<file path="src/rtl/present_job_scheduler.sv">
// present_job_scheduler: round-robin front end that feeds two requesters' jobs
// through one PRESENT-80 core, with a timeout against a hung core.
module present_job_scheduler #(
   parameter int TIMEOUT = 64,
   parameter int CNT_W   = 7
) (
   input  logic         clk,
   input  logic         rst,
   input  logic [1:0]   req_valid,
   output logic [1:0]   req_ready,
   input  logic [63:0]  req_msg0,
   input  logic [63:0]  req_msg1,
   input  logic [79:0]  req_key0,
   input  logic [79:0]  req_key1,
   output logic         res_valid,
   input  logic         res_ready,
   output logic [63:0]  res_enc,
   output logic         res_id,
   output logic         res_err,
   output logic [15:0]  job_count,
   output logic         core_rst,
   output logic [63:0]  core_msg,
   output logic [79:0]  core_key,
   input  logic         core_ready,
   input  logic [63:0]  core_enc
);
   typedef enum logic [1:0] {IDLE, LOAD, BUSY, DONE} state_t;
   state_t             state_q, state_d;
   logic               last_q, last_d, id_q, id_d, err_q, err_d;
   logic [63:0]        msg_q, msg_d, enc_q, enc_d;
   logic [79:0]        key_q, key_d;
   logic [CNT_W-1:0]   cnt_q, cnt_d;
   logic [15:0]        jobs_q, jobs_d;
   logic               g, hit, expire;
   always_comb begin
      g         = &req_valid ? ~last_q : req_valid[1];
      req_ready = (state_q == IDLE && !rst && |req_valid) ? (g ? 2'b10 : 2'b01) : 2'b00;
      // a ready seen in the first BUSY cycle may be left over from the previous job
      hit       = core_ready && cnt_q != '0;
      expire    = cnt_q == CNT_W'(TIMEOUT - 1);
      state_d   = state_q;
      last_d    = last_q;
      id_d      = id_q;
      err_d     = err_q;
      msg_d     = msg_q;
      key_d     = key_q;
      enc_d     = enc_q;
      cnt_d     = cnt_q;
      jobs_d    = jobs_q;
      case (state_q)
         IDLE: if (|req_ready) begin
            msg_d   = g ? req_msg1 : req_msg0;
            key_d   = g ? req_key1 : req_key0;
            id_d    = g;
            last_d  = g;
            state_d = LOAD;
         end
         LOAD: begin
            cnt_d   = '0;
            state_d = BUSY;
         end
         BUSY: begin
            cnt_d   = (hit || expire) ? cnt_q : cnt_q + CNT_W'(1);
            enc_d   = hit ? core_enc : expire ? 64'd0 : enc_q;
            err_d   = hit ? 1'b0 : expire ? 1'b1 : err_q;
            state_d = (hit || expire) ? DONE : BUSY;
         end
         DONE: if (res_ready) begin
            jobs_d  = jobs_q + 16'd1;
            state_d = IDLE;
         end
         default: state_d = IDLE;
      endcase
   end
   always_ff @(posedge clk) begin
      if (rst) begin
         state_q <= IDLE;
         last_q  <= 1'b1;
         id_q    <= 1'b0;
         err_q   <= 1'b0;
         msg_q   <= '0;
         key_q   <= '0;
         enc_q   <= '0;
         cnt_q   <= '0;
         jobs_q  <= '0;
      end else begin
         state_q <= state_d;
         last_q  <= last_d;
         id_q    <= id_d;
         err_q   <= err_d;
         msg_q   <= msg_d;
         key_q   <= key_d;
         enc_q   <= enc_d;
         cnt_q   <= cnt_d;
         jobs_q  <= jobs_d;
      end
   end
   assign res_valid = state_q == DONE;
   assign res_enc   = enc_q;
   assign res_id    = id_q;
   assign res_err   = err_q;
   assign job_count = jobs_q;
   assign core_rst  = rst | (state_q == LOAD);
   assign core_msg  = msg_q;
   assign core_key  = key_q;
endmodule

</file>
<file path="config.mk">
export PLATFORM = sky130hd
export DESIGN_NAME = present_job_scheduler
export DESIGN_NICKNAME = d
export VERILOG_FILES = /design/src/rtl/present_job_scheduler.sv
export SDC_FILE = /design/constraint.sdc
export NUM_CORES = 1
export LEC_CHECK = 0
export CORE_AREA = 8 8 222 224
export CTS_CLUSTER_DIAMETER = 40
export DETAILED_ROUTE_END_ITERATION = 6
export DIE_AREA = 0 0 230 232
export DONT_BUFFER_PORTS = 1
export HOLD_SLACK_MARGIN = 0.1
export SLEW_MARGIN = 10
export SYNTH_ARGS = -nofsm -noshare
export SYNTH_HDL_FRONTEND = slang
export SYNTH_SLANG_ARGS = --single-unit
</file>
<file path="constraint.sdc">
create_clock -name clk -period 3.8 [get_ports clk]
set_input_delay 0.76 -clock clk [delete_from_list [all_inputs] [get_ports clk]]
set_output_delay 0.76 -clock clk [all_outputs]
set_load 0.02 [all_outputs]
</file>
==> impl_metrics.tcl, run 1 <==
set metrics [dict create \
    worstRegToRegCells 7 \
    drt-total-wl_um 34500 \
    dieHeight_um 232 \
    synth_seq_cells 236 \
    finalCritPeriodShare 0.796 \
    p_leak_nw 3.42 \
    routed_via_density 5.22 \
    cts_tree "yes" \
    ys_seq_area_frac 0.550 \
    cts_root_buf "clkbuf_16" \
    synthArstFlopShare 0 \
    dieArea_um2 53400 \
    dr.pass1.iters 7 \
    r2r_slack_ns 1.01 \
    dp_hpwl_um 26300 \
    cts-htree-levels 1 \
    violations "DRC" \
    tightest_slew_ns 1.17 \
    outcome "finished, violations left" \
    finalHoldViolCount 0 \
    rsz0062_at_grt "false" \
    path_buf_inv 1 \
    avgSynthCellArea_um2 10.6 \
    final.setup.worst_slack_ns 0.774 \
    synth_cells 811 \
    slowest_delay_ns 0.80 \
    final_area_um2 10100 \
    hold_path_depth 1 \
    hold_start "rst" \
    timing.rr.start "state_q[1]" \
    io_buffers 0 \
    remaining_drc_errors 52 \
    clockBufferDepth 3 \
    grt_pass1_vias 6961 \
    grt_antenna_before_repair 10 \
    end_kind "output port" \
    wl_per_cell_um 24.7 \
    cp_slowest_cell "and3_4" \
    cp-start-kind "flop" \
    die_w_um 230 \
    synth.most_common_cell "dfxtp_1" \
    grtUsageTotal 0.115 \
    synth-edff-count 0 \
    pre_cts_slack_ns 1.10 \
    grt_overflow_total 0 \
    ios 588 \
    gp_congestion 0.812 \
    synth_nets 1177 \
    place_area_um2 9050 \
    max-slew-margin-rel 0.219 \
    total_power_mw 7.01 \
    hold_path_class "primary input to flop" \
    clock_skew_ns 0.0143 \
    maxCapViolCount 0 \
    period_minus_slack_ns 3.03 \
    worstPathCellList "inv_1, ha_1, nor2b_1, and3_4" \
    path_clk_slew_ns 0.06 \
    clk_latency_ns 0.56 \
    finalSetupTns_ns 0 \
    yosysUniqueCellTypes 39 \
    post_cts_buffers 0 \
    grt_max_degree 173 \
    cellPowerDensity_nw_per_um2 696 \
    yosysWarnings 0 \
    grt_pass1_wl_um 47700 \
    vias 7287 \
    synth_top_area_cell "dfxtp_1" \
    synth.top_cell.area_share 0.550 \
    cp_top_family "simple AND/OR/NAND/NOR gates" \
    ys.flop_type "dfxtp_1" \
    initial_utilization 0.187 \
    peakVddDrop_uv 336 \
    timing.fmax_ghz 0.330 \
    drtAntennaViolNets 0 \
    core_region_area_um2 45900 \
    crit_start "state_q[1]" \
    crit_required_ns 3.04 \
    min_to "core_msg[39]" \
    drt_iter0_drc 1237 \
    cts_buffers 29 \
    fin_util 0.220 \
    crit_fanout 75 \
    finalMaxSlewViolations 0 \
    cp_data_arrival_time_ns 2.27 \
    clock-sinks 236 \
    netlist_area_um2 8590 \
    synth_common_cells "236 x dfxtp_1, 156 x nor2_1, 144 x a222oi_1" \
    drive_gt1_frac 0.0831 \
    synthTopCellsByArea "dfxtp_1 55%, a222oi_1 17%, a32o_1 7.5%" \
    nNetsFinal 1125 \
    syn_to_final_growth_pct 17.3 \
    cts_resized 0 \
    worstSetupPathType "flop to output port" \
    setup_viol 0 \
    cts_hold_buffers 0 \
    fillCellCount 4957 \
    worstReg2RegEnd "core_msg[11]" \
    rows 79 \
]
-- layer usage --
layer,part of all wire,track usage,up-vias
met5,0.00046,0.0119,-
met4,0.024,0.0659,2
met3,0.14,0.0573,59
met2,0.50,0.187,563
met1,0.34,0.118,3506
li1,-,-,3157
-- worst max-delay path by stage --
| stage | depth (start not counted) | end |
|---|---|---|
| 3_5_place_dp | 5 | core_key[68] |
| 5_1_grt | 4 | req_ready[0] |
| 2_1_floorplan | 5 | req_ready[0] |
| 3_3_place_gp | 5 | core_msg[10] |
| 6_report | 4 | req_ready[0] |
| 4_1_cts | 4 | req_ready[0] |
-- metrics by stage --
stage	hold slack (ns)	cells
2_1_floorplan	0.452	811
3_3_place_gp	0.465	1335
3_5_place_dp	0.475	1335
4_1_cts	0.229	1389
5_1_grt	0.247	1397
6_report	0.282	1397
-- cells in the final DEF, fill, tap and decap left out, types with 5 or more instances in the layout --
cell type / instances
nand4_1: 8
buf_4: 8
nand2_1: 11
a21oi_1: 11
o21ai_0: 5
nand3_1: 9
clkbuf_16: 29
dfxtp_1: 236
nor2_1: 156
a222oi_1: 144
clkbuf_8: 5
ha_1: 8
diode_2: 8
xor2_1: 9
inv_1: 6
a32o_1: 64
clkbuf_1: 6
-- sequential cells by signal, indices dropped and copies added, names as in the netlist --
name       flops
state_q        2
job_count     16
core_key      80
core_msg      64
cnt_q          7
res_id         1
res_err        1
last_q         1
res_enc       64
-- cells by family (layout without fill, tap and decap cells) --
logic type               Yosys count  after routing  synth area share
multiplexers                       2              2           0.00233
flip-flops                       236            236             0.550
buffers and inverters             99             70            0.0511
adder cells (fa/ha/maj)            8              8            0.0117
other                              0              8                 0
AND/OR/NAND/NOR                  214            214             0.107
XOR/XNOR                          11             11            0.0112
AO/OA/AOI/OAI                    241            241             0.267
-- power by group --
group          leakage, nW  total (mW)  internal (mW)  switching [mW]
clock                0.490        2.78           1.68            1.10
combinational         1.01       0.989          0.364           0.625
sequential            1.92        3.25           2.72           0.522
total                 3.42        7.01           4.76            2.25
-- final cells by class --
cell class,count,area [um2],share of cell area
Tap cell,607,759,0.0754
Multi-Input combinational cell,476,3460,0.344
Clock inverter,14,188,0.0186
Sequential cell,236,4720,0.469
Inverter,7,26.3,0.00261
Timing Repair Buffer,9,80.1,0.00795
Antenna cell,8,20.0,0.00199
Clock buffer,40,817,0.0811
(Power assumes the default switching activity.)
==> run 2, diff against run 1 <==
--- a/config.mk
+++ b/config.mk
@@ -5,10 +5,11 @@
 export SDC_FILE = /design/constraint.sdc
 export NUM_CORES = 1
 export LEC_CHECK = 0
-export CORE_AREA = 8 8 222 224
+export ABC_AREA = 1
+export CORE_AREA = 8 8 224 226
 export CTS_CLUSTER_DIAMETER = 40
 export DETAILED_ROUTE_END_ITERATION = 6
-export DIE_AREA = 0 0 230 232
+export DIE_AREA = 0 0 232 234
 export DONT_BUFFER_PORTS = 1
 export HOLD_SLACK_MARGIN = 0.1
 export SLEW_MARGIN = 10
==> constraint.sdc (replaced) <==
create_clock -name clk -period 2.7 [get_ports clk]
set_input_delay 0.54 -clock clk [delete_from_list [all_inputs] [get_ports clk]]
set_output_delay 0.54 -clock clk [all_outputs]
set_load 0.02 [all_outputs]
==> impl_metrics.tcl, run 2 <==
set metrics [dict create \
    outcome "finished, final reports clean" \
    finalSetupTns_ns 0 \
    fillCellCount 5041 \
    cts_root_buf "clkbuf_16" \
    drive_gt1_frac 0.126 \
    grt_pass1_vias 10112 \
    synthTopCellsByArea "dfxtp_1 43%, nand2_1 29%, a21oi_1 8.0%" \
    finalCritPeriodShare 0.889 \
    worstSetupPathType "flop to output port" \
    clock-sinks 236 \
    nNetsFinal 1966 \
    ios 588 \
    synthArstFlopShare 0 \
    clock_skew_ns 0.0131 \
    antenna_cells 0 \
    layout_commonest_cell "nand2_1" \
    synth_nets 1955 \
    drt_iter0_drc 434 \
    fin_util 0.289 \
    synth.top_cell.area_share 0.427 \
    syn_to_final_growth_pct 22.4 \
    maxCapViolCount 0 \
    peakVddDrop_uv 555 \
    remaining_drc_errors 0 \
    io_buffers 0 \
    end_kind "output port" \
    cts-htree-levels 2 \
    synth.most_common_cell "nand2_1" \
    finalHoldViolCount 0 \
    wl_per_cell_um 16.8 \
    max-slew-margin-rel 0.581 \
    cts_tree "yes" \
    finalMaxSlewViolations 0 \
    netlist_area_um2 11100 \
    grt_overflow_total 0 \
    avgSynthCellArea_um2 6.97 \
    yosysUniqueCellTypes 30 \
    dp_hpwl_um 27100 \
    synth_seq_cells 236 \
    die_w_um 232 \
    ys_seq_area_frac 0.427 \
    setup_viol 0 \
    cts_hold_buffers 55 \
    vias 10112 \
    cellPowerDensity_nw_per_um2 902 \
    dr.pass1.iters 4 \
    grtUsageTotal 0.128 \
    clockBufferDepth 3 \
    synth_common_cells "850 x nand2_1, 236 x dfxtp_1, 176 x a21oi_1" \
    rsz0062_at_grt "false" \
    dp_cells 2115 \
    final.setup.worst_slack_ns 0.299 \
    core_region_area_um2 46800 \
    grt_pass1_wl_um 55700 \
    routed_via_density 4.50 \
    post_cts_buffers 0 \
    largest_register_ffs 80 \
    cp_slowest_cell "nor2_1" \
    timing.fmax_ghz 0.416 \
    gp_congestion 0.859 \
    rows 80 \
    dieHeight_um 234 \
    grt_max_degree 146 \
    dieArea_um2 54300 \
    final_cell_mix "849 x nand2_1, 236 x dfxtp_1, 176 x a21oi_1, 54 x nand2_4, 52 x dlygate4sd3_1" \
    slowest_delay_ns 0.40 \
    cp-start-kind "flop" \
    grt_antenna_before_repair 0 \
    cts_resized 0 \
    cts_buffers 43 \
    crit_required_ns 2.16 \
    drt-total-wl_um 37700 \
    pre_cts_slack_ns 0.670 \
    ys.flop_type "dfxtp_1" \
    synth-edff-count 0 \
    worstPathCellList "inv_1, ha_1, o211ai_4, nor2_1" \
    tightest_slew_ns 0.628 \
    crit_fanout 5 \
    total_power_mw 12.2 \
    cp_data_arrival_time_ns 1.86 \
    drtAntennaViolNets 0 \
    path_clk_slew_ns 0.05 \
    p_leak_nw 5.48 \
    clk_latency_ns 0.55 \
    yosysWarnings 0 \
    synth_top_area_cell "dfxtp_1" \
    period_minus_slack_ns 2.40 \
    hold_path_class "primary input to flop" \
    initial_utilization 0.236 \
    stdcell_count 2246 \
    synth_cells 1589 \
]
run 2: cell count changes after synthesis, sizes merged, moves of 48 or more:
| cell | change |
|---|---|
| nor2 | -127 |
| a222oi | -144 |
| nand2 | +893 |
| buf | +48 |
| a21oi | +215 |
| a32o | -64 |
run 2: final timing paths:
path	startpoint	endpoint	slack, ns	cells past startpoint
min	core_enc[0]	res_enc[0]	0.14	2
max reg2reg	state_q[0]	core_key[26]	0.31	8
min reg2reg	cnt_q[6]	cnt_q[6]	0.47	2
max	state_q[0]	req_ready[0]	0.30	4
run 2: report_power, final:
group	total, mW	internal, mW	switching [mW]
Clock	5.53	3.58	1.95
Sequential	4.61	3.86	0.743
Combinational	2.09	0.736	1.35
Total	12.2	8.18	4.04
run 2: cell type report:
| class | instances | area (um2) | share of cell area |
|---|---|---|---|
| Tap cell | 615 | 769 | 0.0568 |
| Timing Repair Buffer | 68 | 798 | 0.0589 |
| Sequential cell | 236 | 4720 | 0.349 |
| Inverter | 42 | 163 | 0.0120 |
| Clock inverter | 29 | 384 | 0.0283 |
| Multi-Input combinational cell | 1209 | 5610 | 0.414 |
| Clock buffer | 47 | 1100 | 0.0812 |
run 2: logic make-up (layout without fill, tap and decap cells):
kind of cell               count (synthesis)  count (layout)  synth area share
AOI/OAI and AO/OA                        245             245             0.130
xor gates and xnor gates                   2               2           0.00158
adders and majority gates                  8               8           0.00904
buffers and inverters                    144             186            0.0668
DFF                                      236             236             0.427
and+or+nand+nor                          954             954             0.366
run 2: per-layer routing:
| metal | track usage | vias to the layer above | share of wire |
|---|---|---|---|
| met4 | 0.0624 | 0 | 0.040 |
| met1 | 0.135 | 4600 | 0.37 |
| li1 | - | 4995 | - |
| met5 | 0 | - | 0 |
| met3 | 0.0504 | 76 | 0.10 |
| met2 | 0.222 | 441 | 0.49 |
run 2: critical path: cells and delay by family, from the launching register on:
kind	cells	cell delay [ns]
compound gates	1	0.17
fa+ha+maj	1	0.30
buf+inv	1	0.13
flops	1	0.32
simple gates	1	0.40
run 2: metrics by stage:
step	cell area [um2]	hold slack [ns]
final	13600	0.141
after global routing	13600	0.108
after CTS	13600	0.101
after detailed placement	11500	0.453
after global placement	11500	0.459
after floorplan	11100	0.435
==> run 3, diff against run 2 <==
--- a/config.mk
+++ b/config.mk
@@ -6,12 +6,15 @@
 export NUM_CORES = 1
 export LEC_CHECK = 0
 export ABC_AREA = 1
-export CORE_AREA = 8 8 224 226
+export CELL_PAD_IN_SITES_DETAIL_PLACEMENT = 0
+export CELL_PAD_IN_SITES_GLOBAL_PLACEMENT = 1
+export CORE_AREA = 8 8 219 221
 export CTS_CLUSTER_DIAMETER = 40
 export DETAILED_ROUTE_END_ITERATION = 6
-export DIE_AREA = 0 0 232 234
+export DIE_AREA = 0 0 227 229
 export DONT_BUFFER_PORTS = 1
 export HOLD_SLACK_MARGIN = 0.1
+export PLACE_DENSITY_LB_ADDON = 0.1
 export SLEW_MARGIN = 10
 export SYNTH_ARGS = -nofsm -noshare
 export SYNTH_HDL_FRONTEND = slang
==> impl_metrics.tcl, run 3 (synthesis gave the netlist of run 2 again) <==
set metrics [dict create \
    vias 10186 \
    min_to "res_enc[62]" \
    cts_tree "yes" \
    path_buf_inv 2 \
    place_area_um2 11500 \
    hold_path_class "primary input to flop" \
    routed_via_density 4.41 \
    max-slew-margin-rel 0.361 \
    worstSetupPathType "flop to output port" \
    cp_top_family "flip-flops" \
    p_leak_nw 5.86 \
    grtUsageTotal 0.168 \
    met3_length_um 5160 \
    setup_viol 0 \
    drive_gt1_frac 0.130 \
    grt_max_degree 147 \
    maxCapViolCount 0 \
    largest_register_ffs 80 \
    hold_start "core_enc[62]" \
    dp_hpwl_um 33100 \
    finalMaxSlewViolations 0 \
    rsz0062_at_grt "false" \
    grt_pass1_vias 10503 \
    grt_overflow_total 0 \
    end_kind "output port" \
    drt-total-wl_um 46200 \
    worstRegToRegCells 7 \
    wl_met2_um 21900 \
    cts_buffers 51 \
    hold_path_depth 2 \
    clockBufferDepth 3 \
    m1WireLength_um 18000 \
    tightest_slew_ns 0.949 \
    ios 588 \
    outcome "finished, final reports clean" \
    remaining_drc_errors 0 \
    clock_skew_ns 0.0148 \
    clock-sinks 236 \
    finalCritPeriodShare 0.909 \
    dp_cells 2104 \
    peakVddDrop_uv 395 \
    timing.fmax_ghz 0.408 \
    worstPathCellList "inv_1, ha_1, o211ai_4, nor2_1, buf_4" \
    grt_antenna_before_repair 4 \
    path_clk_slew_ns 0.05 \
    final_cell_mix "849 x nand2_1, 236 x dfxtp_1, 176 x a21oi_1, 110 x dlygate4sd3_1, 54 x nand2_4" \
    nNetsFinal 2036 \
    slowest_delay_ns 0.32 \
    stdcell_count 2311 \
    syn_to_final_growth_pct 29.6 \
    cp_slowest_cell "dfxtp_1" \
    crit_required_ns 2.16 \
    final_area_um2 14400 \
    clk_latency_ns 0.55 \
    grt_pass1_wl_um 67100 \
    hold_ws_ns 0.153 \
    core_region_area_um2 44700 \
    finalHoldViolCount 0 \
    cp_data_arrival_time_ns 1.91 \
    dr.pass1.iters 5 \
    worstReg2RegEnd "core_key[5]" \
    cts-htree-levels 2 \
    crit_fanout 6 \
    drt_iter0_drc 413 \
    initial_utilization 0.248 \
    timing.rr.start "state_q[0]" \
    wl_per_cell_um 20.0 \
    dieHeight_um 229 \
    cp-start-kind "flop" \
    drtAntennaViolNets 0 \
    dieArea_um2 52000 \
    highest_layer "met5" \
    io_buffers 0 \
    r2r_slack_ns 0.30 \
    cts_root_buf "clkbuf_16" \
    cellPowerDensity_nw_per_um2 901 \
    die_w_um 227 \
    layout_commonest_cell "nand2_1" \
    period_minus_slack_ns 2.45 \
    rows 78 \
    gp_congestion 0.848 \
    finalSetupTns_ns 0 \
]
[run 3: changes by cell type in the layout (fill, tap and decap cells not counted), sizes merged]
| cell | before | now |
|---|---|---|
| buf | 16 | 20 |
| inv | 52 | 45 |
| diode | 0 | 3 |
| bufinv | 6 | 4 |
| clkinvlp | 3 | 6 |
| dlygate4sd3 | 52 | 110 |
| clkbuf | 47 | 65 |
| clkinv | 10 | 13 |
[run 3: worst max path at each step]
| stage | start | endpoint | slack, ns | depth (start not counted) |
|---|---|---|---|---|
| final | state_q[0] | req_ready[0] | 0.25 | 5 |
| after global routing | state_q[0] | req_ready[0] | 0.10 | 5 |
| after CTS | state_q[0] | req_ready[0] | 0.03 | 5 |
| after detailed placement | req_valid[1] | core_msg[33] | 0.62 | 4 |
| after global placement | req_valid[0] | req_ready[1] | 0.58 | 5 |
| after floorplan | rst | req_ready[1] | 0.67 | 6 |
[run 3: power breakdown]
part / switching, mW / internal (mW)
Sequential: 0.803 / 3.87
Clock: 2.01 / 4.04
Combinational: 1.43 / 0.771
Total: 4.25 / 8.68
[run 3: through the flow]
stage	util	worst slack (ns)	power (mW)
finish	0.321	0.247	12.9
global route	0.321	0.104	13.6
global placement	0.257	0.583	6.74
detailed placement	0.257	0.623	6.75
CTS	0.321	0.0329	13.2
floorplan	-	0.671	6.06
[run 3: cell type report]
type / instances / area (um2)
fillers: 4937 / 30300
multi-input cells: 1209 / 5610
flip-flops and latches: 236 / 4720
repair buffers: 130 / 1410
clock buffers: 65 / 1410
well taps: 600 / 751
clock inverters: 26 / 272
inverters: 42 / 163
diodes: 3 / 7.51
[run 3: repair_timing]
action                                 4_1_cts  5_1_grt
setup endpoints to repair                    0       22
endpoints found under the hold margin      192        0
resized for setup                            0        1
buffers inserted                             0        1
hold buffers                               112        0
[run 3: metal layers]
layer,vias up,GRT usage
met1,4553,0.188
met5,-,0
met3,69,0.0728
li1,5149,-
met4,4,0.0549
met2,411,0.284
[run 3: worst register-to-register path: stages (launching register included)]
cell	delay, ns
dfxtp_1	0.36
inv_1	0.10
ha_1	0.30
o211ai_4	0.24
buf_16	0.41
nand2_1	0.22
a21oi_1	0.16
dlygate4sd3_1	0.56
